File: config.mk
export PLATFORM = sky130hd
export DESIGN_NAME = dice_matrix_scan_driver
export DESIGN_NICKNAME = d
export VERILOG_FILES = /design/src/rtl/dice_led_pkg.sv /design/src/rtl/led_matrix_scanner.sv /design/src/rtl/dice_matrix_scan_driver.sv
export SDC_FILE = /design/constraint.sdc
export NUM_CORES = 1
export LEC_CHECK = 0
export BUFFER_PORTS_ARGS = -buffer_cell sky130_fd_sc_hd__buf_2
export CORE_MARGIN = 5
export CORE_UTILIZATION = 35
export CTS_CLUSTER_SIZE = 12
export DETAILED_ROUTE_END_ITERATION = 8
export PLACE_DENSITY = 0.47
export SYNTH_ARGS = -nofsm -noshare
export SYNTH_HDL_FRONTEND = slang
export SYNTH_SLANG_ARGS = --single-unit
File: constraint.sdc
create_clock -name clk -period 4.3 [get_ports clk]
set_clock_uncertainty 0.2 [all_clocks]
set_input_delay 1.075 -clock clk [delete_from_list [all_inputs] [get_ports clk]]
set_output_delay 1.075 -clock clk [all_outputs]
set_load 0.005 [all_outputs]
File: src/rtl/dice_led_pkg.sv
// Shared types and pip decoding for the dice LED matrix.
// Latency: n/a (types and a pure function only).
// Backpressure: n/a.
package dice_led_pkg;

    localparam int ROWS = 3;
    localparam int COLS = 3;

    typedef enum logic [1:0] {
        SHOW,
        ROLL,
        SETTLE
    } roll_state_t;

    typedef enum logic {
        BLANK,
        LIT
    } scan_phase_t;

    // Bit i lights segment i = 3*row + col; codes above 9 are blank.
    function automatic logic [8:0] pips(input logic [3:0] v);
        case (v)
            4'd1:    pips = 9'h010;
            4'd2:    pips = 9'h101;
            4'd3:    pips = 9'h111;
            4'd4:    pips = 9'h145;
            4'd5:    pips = 9'h155;
            4'd6:    pips = 9'h16D;
            4'd7:    pips = 9'h17D;
            4'd8:    pips = 9'h1EF;
            4'd9:    pips = 9'h1FF;
            default: pips = 9'h000;
        endcase
    endfunction

endpackage

File: src/rtl/led_matrix_scanner.sv
// Row-multiplexed LED matrix scanner: blank gap, then one row lit for a fixed dwell.
// Latency: a pattern change is shown at the next BLANK->LIT entry (at most one row period).
// Backpressure: none; free-running, the row pattern is latched at LIT entry and held.
module led_matrix_scanner #(
    parameter int ROWS         = 3,
    parameter int COLS         = 3,
    parameter int SCAN_DIV     = 1000,
    parameter int BLANK_CYCLES = 8
) (
    input  logic                   clk,
    input  logic                   rst_n,
    input  logic [ROWS*COLS-1:0]   pattern_i,
    output logic [ROWS-1:0]        rows_o,
    output logic [COLS-1:0]        cols_o
);
    import dice_led_pkg::scan_phase_t;
    import dice_led_pkg::BLANK;
    import dice_led_pkg::LIT;

    localparam int CMAX = (SCAN_DIV > BLANK_CYCLES) ? SCAN_DIV : BLANK_CYCLES;
    localparam int CW   = $clog2(CMAX + 1);
    localparam int RW   = (ROWS > 1) ? $clog2(ROWS) : 1;

    scan_phase_t     phase_q;
    logic [CW-1:0]   cnt_q;
    logic [RW-1:0]   row_q;
    logic [COLS-1:0] row_pat_q;
    logic [COLS-1:0] row_sel;
    logic            blank_done;
    logic            lit_done;

    assign blank_done = (cnt_q == CW'(BLANK_CYCLES - 1));
    assign lit_done   = (cnt_q == CW'(SCAN_DIV - 1));

    always_comb begin
        row_sel = '0;
        for (int r = 0; r < ROWS; r++) begin
            if (row_q == RW'(r)) begin
                row_sel = pattern_i[r*COLS +: COLS];
            end
        end
    end

    // The row advances when its dwell ends, so every row change sits inside a blank gap.
    always_ff @(posedge clk or negedge rst_n) begin
        if (!rst_n) begin
            phase_q   <= BLANK;
            cnt_q     <= '0;
            row_q     <= '0;
            row_pat_q <= '0;
        end else if (phase_q == BLANK) begin
            if (blank_done) begin
                phase_q   <= LIT;
                cnt_q     <= '0;
                row_pat_q <= row_sel;
            end else begin
                cnt_q <= cnt_q + CW'(1);
            end
        end else begin
            if (lit_done) begin
                phase_q <= BLANK;
                cnt_q   <= '0;
                row_q   <= (row_q == RW'(ROWS - 1)) ? '0 : row_q + RW'(1);
            end else begin
                cnt_q <= cnt_q + CW'(1);
            end
        end
    end

    always_comb begin
        rows_o = '0;
        cols_o = '1;
        if (phase_q == LIT) begin
            for (int r = 0; r < ROWS; r++) begin
                rows_o[r] = (row_q == RW'(r));
            end
            cols_o = ~row_pat_q;
        end
    end

endmodule

File: src/rtl/dice_matrix_scan_driver.sv
// Rolling-dice controller: roll/settle FSM and face register feeding a 3x3 pip scanner.
// Latency: load_i shows on value_o next cycle; faces reach the pins within one row period.
// Backpressure: none; load_i beats roll_i and any coincident roll step.
module dice_matrix_scan_driver
    import dice_led_pkg::*;
#(
    parameter int FACES        = 8,
    parameter int SCAN_DIV     = 1000,
    parameter int BLANK_CYCLES = 8,
    parameter int ROLL_STEP    = 50000,
    parameter int SETTLE_STEPS = 5,
    localparam int VW          = $clog2(FACES)
) (
    input  logic          clk,
    input  logic          rst_n,
    input  logic          roll_i,
    input  logic          load_i,
    input  logic [VW-1:0] value_i,
    output logic [2:0]    rows_o,
    output logic [2:0]    cols_o,
    output logic [VW-1:0] value_o,
    output logic          rolling_o,
    output logic          settled_o
);

    localparam int SW  = $clog2(ROLL_STEP + 1);
    localparam int RMW = $clog2(SETTLE_STEPS + 1);
    localparam logic [VW-1:0] VMAX = VW'(FACES - 1);

    roll_state_t    state_q, state_d;
    logic [SW-1:0]  step_q, step_d;
    logic [RMW-1:0] rem_q, rem_d;
    logic [VW-1:0]  value_q, value_d;
    logic           rolling_q;
    logic           settled_q, settled_d;
    logic           step_hit;
    logic [VW-1:0]  value_next;
    logic [VW-1:0]  value_clamped;
    logic [8:0]     pattern;

    assign step_hit      = (state_q != SHOW) && (step_q == SW'(ROLL_STEP - 1));
    assign value_next    = (value_q == VMAX) ? '0 : value_q + VW'(1);
    assign value_clamped = (value_i > VMAX) ? VMAX : value_i;
    assign pattern       = pips(4'(value_q));

    always_comb begin
        state_d   = state_q;
        step_d    = step_q;
        rem_d     = rem_q;
        value_d   = value_q;
        settled_d = 1'b0;
        case (state_q)
            SHOW: begin
                step_d = '0;
                if (roll_i) begin
                    state_d = ROLL;
                end
            end
            ROLL: begin
                step_d = step_hit ? '0 : step_q + SW'(1);
                if (step_hit) begin
                    value_d = value_next;
                end
                // Step phase carries over into SETTLE so the animation cadence is unbroken.
                if (!roll_i) begin
                    state_d = SETTLE;
                    rem_d   = RMW'(SETTLE_STEPS);
                end
            end
            SETTLE: begin
                step_d = step_hit ? '0 : step_q + SW'(1);
                if (step_hit) begin
                    value_d = value_next;
                    rem_d   = rem_q - RMW'(1);
                end
                if (roll_i) begin
                    state_d = ROLL;
                end else if (step_hit && (rem_q == RMW'(1))) begin
                    state_d   = SHOW;
                    settled_d = 1'b1;
                end
            end
            default: begin
                state_d = SHOW;
            end
        endcase
        if (load_i) begin
            value_d   = value_clamped;
            state_d   = SHOW;
            step_d    = '0;
            settled_d = 1'b0;
        end
    end

    always_ff @(posedge clk or negedge rst_n) begin
        if (!rst_n) begin
            state_q   <= SHOW;
            step_q    <= '0;
            rem_q     <= '0;
            value_q   <= '0;
            rolling_q <= 1'b0;
            settled_q <= 1'b0;
        end else begin
            state_q   <= state_d;
            step_q    <= step_d;
            rem_q     <= rem_d;
            value_q   <= value_d;
            rolling_q <= (state_d != SHOW);
            settled_q <= settled_d;
        end
    end

    assign value_o   = value_q;
    assign rolling_o = rolling_q;
    assign settled_o = settled_q;

    led_matrix_scanner #(
        .ROWS         (ROWS),
        .COLS         (COLS),
        .SCAN_DIV     (SCAN_DIV),
        .BLANK_CYCLES (BLANK_CYCLES)
    ) u_scan (
        .clk       (clk),
        .rst_n     (rst_n),
        .pattern_i (pattern),
        .rows_o    (rows_o),
        .cols_o    (cols_o)
    );

endmodule
Word-level counts from Yosys, hierarchy flattened. Index checks and enable logic that the tools add are counted.

Equal/unequal tests: 17. Order comparisons: 1. Bitwise gates (word level): 2. Reductions and logical operators: 15. Multiplexer cells: 34. $add $sub $neg: 5.

Operators by type and width (number): $pmux W9 S7 (1); $mux W3 (12); $mux W16 (2); $pmux W16 S2 (1); $mux W10 (3); $add A16 B1 Y16 const B (1); $eq A16 B16 Y1 const B (1); $eq A3 B3 Y1 const B (4); $mux W2 (6); $add A10 B1 Y10 const B (1); $eq A10 B10 Y1 const B (1); $eq A10 B3 Y1 const B (1); $reduce_bool A2 Y1 (5); $mux W1 (7); $eq A3 B1 Y1 const B (2); $eq A3 B2 Y1 const B (2); $pmux W2 S3 (1); $pmux W3 S2 (1); $reduce_and A2 Y1 (3); $eq A2 B1 Y1 const B (2); $eq A2 B2 Y1 const B (2); $logic_not A2 Y1 (2); $ne A2 B2 Y1 const B (2); $add A3 B1 Y3 const B (1); other kinds (9) (10).

Input bits: 7. Register bits after elaboration: 42. Logic and storage cells: 84. Output and inout port bits: 11.

Longest topological paths before layout.
Depth after elaboration: 8. Gate-level depth with buffers: 8. Gate-level depth less buffers: 6.

Hierarchy. From an unflattened synthesis, not the netlist that was laid out.

Cell total of the unflattened synthesis: 276. Area, all modules: 2610.0 µm².

Modules (own cells, without submodules): dice_matrix_scan_driver (cells an instance 196, seq. area each 650.6 µm², area an instance 1739.2 µm², instances 1); led_matrix_scanner (cells an instance 80, seq. area each 400.4 µm², area an instance 870.8 µm², instances 1).

Least setup slack after synthesis. Ideal clock, no wire load.

Kind: input-to-reg. Start: input load_i. End: register step_q[7]. Library setup time: 132 ps. Buffers on the path: 0. Setup slack: 1975 ps. Stages: 4. Data arrival time: 1994 ps. Cell sequence: nor3_1 -> or4b_2 -> xor2_1 -> nor2_1.

Cells in the longest elaborated chain, start to end: 1.

Ends and longest elaborated chain: start, declared (line dice_matrix_scan_driver.sv:17) `input logic load_i,`; $reduce_bool A3 Y1 (no line) / $mux W16 (equally long branches); end signal, assigned (line dice_matrix_scan_driver.sv:105) `step_q <= step_d;`; end, declared (line dice_matrix_scan_driver.sv:31) `logic [SW-1:0] step_q, step_d;`.

Several ways; a longest one is shown, not always the timed one. A chain may end at the register's enable or synchronous reset.

Worst setup path after layout.
Start: register state_q[0]. End: register step_q[7].

Cells in the longest elaborated chain, start to end: 5.

Ends and longest elaborated chain: start, declared (line dice_matrix_scan_driver.sv:30) `roll_state_t state_q, state_d;`; start signal, assigned (line dice_matrix_scan_driver.sv:104) `state_q <= state_d;`; $reduce_bool A2 Y1 (line dice_matrix_scan_driver.sv:41) `assign step_hit = (state_q != SHOW) && (step_q == SW'(ROLL_STEP - 1));`; $logic_and A1 B1 Y1 (line dice_matrix_scan_driver.sv:41); $mux W16 (line dice_matrix_scan_driver.sv:60, dice_matrix_scan_driver.sv:71); $pmux W16 S2 (line dice_matrix_scan_driver.sv:52) `case (state_q)`; $mux W16 (line dice_matrix_scan_driver.sv:87) `if (load_i) begin`.

Several ways; a longest one is shown, not always the timed one.

==> results.txt <==
status: completed
number of global-route vias before repair: 1,863
antenna violations before repair: 0
first-pass iteration count of the detailed router: 4
power per cell area: 305.5 nW/um^2
launch point of the worst path: state_q[0]$_DFF_PN0_
synthesized-area fraction occupied by xor and xnor cells: 0.06087
worst slew pin tran: 962.7 ps
total grt overflow: 0
ys async rst share: 1.000
mux cell area share after synthesis: 0.009207
die width: 93.60 um
area of the core region: 6794 um^2
most common library cell in the layout ignoring fill and taps: sky130_fd_sc_hd__dfrtp_1
number of max-cap violations: 0
share of post-route cells with drive strength above 1: 0.1068
Layout Area Growth over Synthesis: 11.20%
GPL Wtd Cong: 0.7566
number of failing hold endpoints at the final stage: 0
die area: 8761 um^2
count of standard-cell rows: 30
critical path capture point type: flip-flop
port bufs: 17
crit path time final: 2628 ps
synthesized-area fraction occupied by and/or/nand/nor cells: 0.2404
RSZ-0062 raised after global routing: no
type of the worst setup path: flip-flop to flip-flop
share of the clock period used by the worst path after layout: 0.6111
nets: 301
flop and latch count out of synthesis: 42
number of cells upsized or downsized after cts: 0
start point of the worst min-delay path: u_scan.row_pat_q[1]$_DFFE_PN0P_
# fillers: 706
number of nets produced by synthesis: 287
number of enable flip-flop cells after synthesis: 0
Synth Area per Inst: 9.196 um^2
Setup Viol. Count Final: 0
number of buffers created by CTS: 5
startpoint types: flip-flop
clock tree from TritonCTS: done
number of buffers inserted by hold repair at cts: 0
Post-DP HPWL: 3.640 mm
All-Layer GR Usage: 0.1284
number of buffers added for setup after CTS: 0
effective utilization at floorplan: 0.3600
pin count of the biggest net entering global routing: 43
average wire per standard cell: 13.71 um
area of the mapped netlist: 2446 um^2
count of mapped cells out of synthesis: 266
violation count after the first detailed-routing iteration: 58
combinational family with the most area after synthesis: simple AND/OR/NAND/NOR gates
Post-Route WL: 5.170 mm
Detail Route Antenna Nets: 0
number of antenna diodes: 0
source-to-sink clock delay at the later pin of the worst-skew pair: 290 ps
total I/O pin count: 18
CTS H-tree lvls: 2
total leakage power: 1.135 nW
maximum fanout along the worst path: 13
reg-to-reg startpoint: state_q[0]$_DFF_PN0_
leading register cell type out of synthesis: sky130_fd_sc_hd__dfrtp_1
worst hold path class: flip-flop to flip-flop
total vias in the final route: 1,922
clock-pin slew reported for the worst setup and hold paths after clock tree synthesis: 90 ps
worst slew slack as a fraction of its limit: 0.3539
Max Fclk: 380.5 MHz
number of DRC violations after detailed routing: 0
summed negative setup slack over all endpoints: 0 ps
sink count of the clock tree: 42
buffer cell driving the clock tree root: sky130_fd_sc_hd__clkbuf_8
worst IR drop on VDD: 141.5 uV
routed via count divided by cell count: 5.098
number of different library cells in the post-synthesis netlist: 48
die span in y: 93.60 um
cells along the critical path: inv_1, ha_1, and3b_1, nand3_1, o21ai_1, nor2_1
number of buffers between clock root and the deepest sink: 2
data required time of the worst path: 4240 ps
Worst path slowest cell: sky130_fd_sc_hd__o21ai_1
Pins Over Slew Limit: 0
wire length of the first global-routing pass: 9.177 mm
count of synthesis-stage warnings from yosys: 0
proportion of synthesized chip area in sequential cells: 0.4297
delay contributed by the slowest stage of the critical path: 780 ps
top library cells by usage in the layout, fill and taps aside: sky130_fd_sc_hd__dfrtp_1 (42), sky130_fd_sc_hd__nor2_1 (29), sky130_fd_sc_hd__nand2_1 (18)
Arrival @ worst endpoint: 2570 ps
share of the synthesized area in compound gates (AO/OA/AOI/OAI): 0.1499
PnR Total Power: 0.8310 mW
Adder-Cell Fraction of Synth Area: 0.07161
[cell families (layout without fill, tap and decap cells)]
logic type                 Yosys count  count (layout)
AOI/OAI and AO/OA                   56              56
xor gates and xnor gates            17              17
adders and majority gates           14              14
buffers and inverters               24              39
DFF                                 42              42
muxes                                2               2
and+or+nand+nor                    111             111
[worst max-delay path: cells and delay by family (launching register included)]
family	cells	cell delay (ps)
AO/OA/AOI/OAI	1	780
adder cells (fa/ha/maj)	1	340
buffers and inverters	1	110
flip-flops	1	450
AND/OR/NAND/NOR	3	580
[layer usage]
| metal | GRT usage | routed length (um) |
|---|---|---|
| met5 | 0 | 0 |
| met4 | 0.03249 | 52 |
| met3 | 0.02896 | 191 |
| met2 | 0.1906 | 2232 |
| met1 | 0.1880 | 2693 |
[stage by stage]
step / hold slack [ps] / utilization / cells / setup WS, ps / area (um^2)
2_1_floorplan: 250.2 / - / 266 / 1975 / 2446
3_3_place_gp: 268.5 / 0.3842 / 369 / 1566 / 2610
3_5_place_dp: 274.7 / 0.3842 / 369 / 1551 / 2610
4_1_cts: 297.0 / 0.4004 / 377 / 1654 / 2720
5_1_grt: 310.1 / 0.4004 / 377 / 1421 / 2720
6_report: 286.1 / 0.4004 / 377 / 1672 / 2720
[registers in the layout, summed over array words and instances, names as in the netlist]
name and count:
rem_q 3, rolling_o 1, settled_o 1, state_q 2, step_q 16, u_scan.cnt_q 10
u_scan.phase_q 1, u_scan.row_pat_q 3, u_scan.row_q 2, value_o 3
[cell usage after synthesis, types with 6 or more instances]
master | instances | area (um^2)
sky130_fd_sc_hd__nor3_1 | 7 | 35.03
sky130_fd_sc_hd__a21oi_1 | 16 | 80.08
sky130_fd_sc_hd__nand3_1 | 11 | 55.05
sky130_fd_sc_hd__nor2_1 | 29 | 108.9
sky130_fd_sc_hd__inv_1 | 14 | 52.55
sky130_fd_sc_hd__ha_1 | 14 | 175.2
sky130_fd_sc_hd__o21ai_0 | 11 | 55.05
sky130_fd_sc_hd__clkbuf_1 | 7 | 26.28
sky130_fd_sc_hd__xor2_1 | 7 | 61.31
sky130_fd_sc_hd__xnor2_1 | 10 | 87.58
sky130_fd_sc_hd__nand2_1 | 18 | 67.56
sky130_fd_sc_hd__dfrtp_1 | 42 | 1051
sky130_fd_sc_hd__nor2b_1 | 6 | 37.54
sky130_fd_sc_hd__nand4_1 | 7 | 43.79
[where the power goes]
group / switching, mW / internal, mW
sequential: 0.0109 / 0.405
clock: 0.144 / 0.173
combinational: 0.0611 / 0.0365
[layout make-up]
class                           count  area (um^2)  area share
Tap cell                           96        120.1     0.04416
Timing Repair Buffer               17        85.08     0.03128
Sequential cell                    42         1051      0.3864
Inverter                           14        52.55     0.01932
Multi-Input combinational cell    200         1301      0.4784
Clock inverter                      2        37.54     0.01380
Clock buffer                        6        72.57     0.02668
[worst paths after layout]
kind / endpoint / slack (ps) / cells past startpoint
setup / recovery: step_q[7]$_DFFE_PN0P_ / 1670 / 6
setup reg to reg: step_q[7]$_DFFE_PN0P_ / 1670 / 6
hold reg to reg: u_scan.row_pat_q[1]$_DFFE_PN0P_ / 290 / 2
min in group asynchronous: u_scan.cnt_q[2]$_DFF_PN0_ / 730 / 1
hold / removal: u_scan.row_pat_q[1]$_DFFE_PN0P_ / 290 / 2
max in group asynchronous: rolling_o$_DFF_PN0_ / 2570 / 1
(Power assumes the default switching activity.)
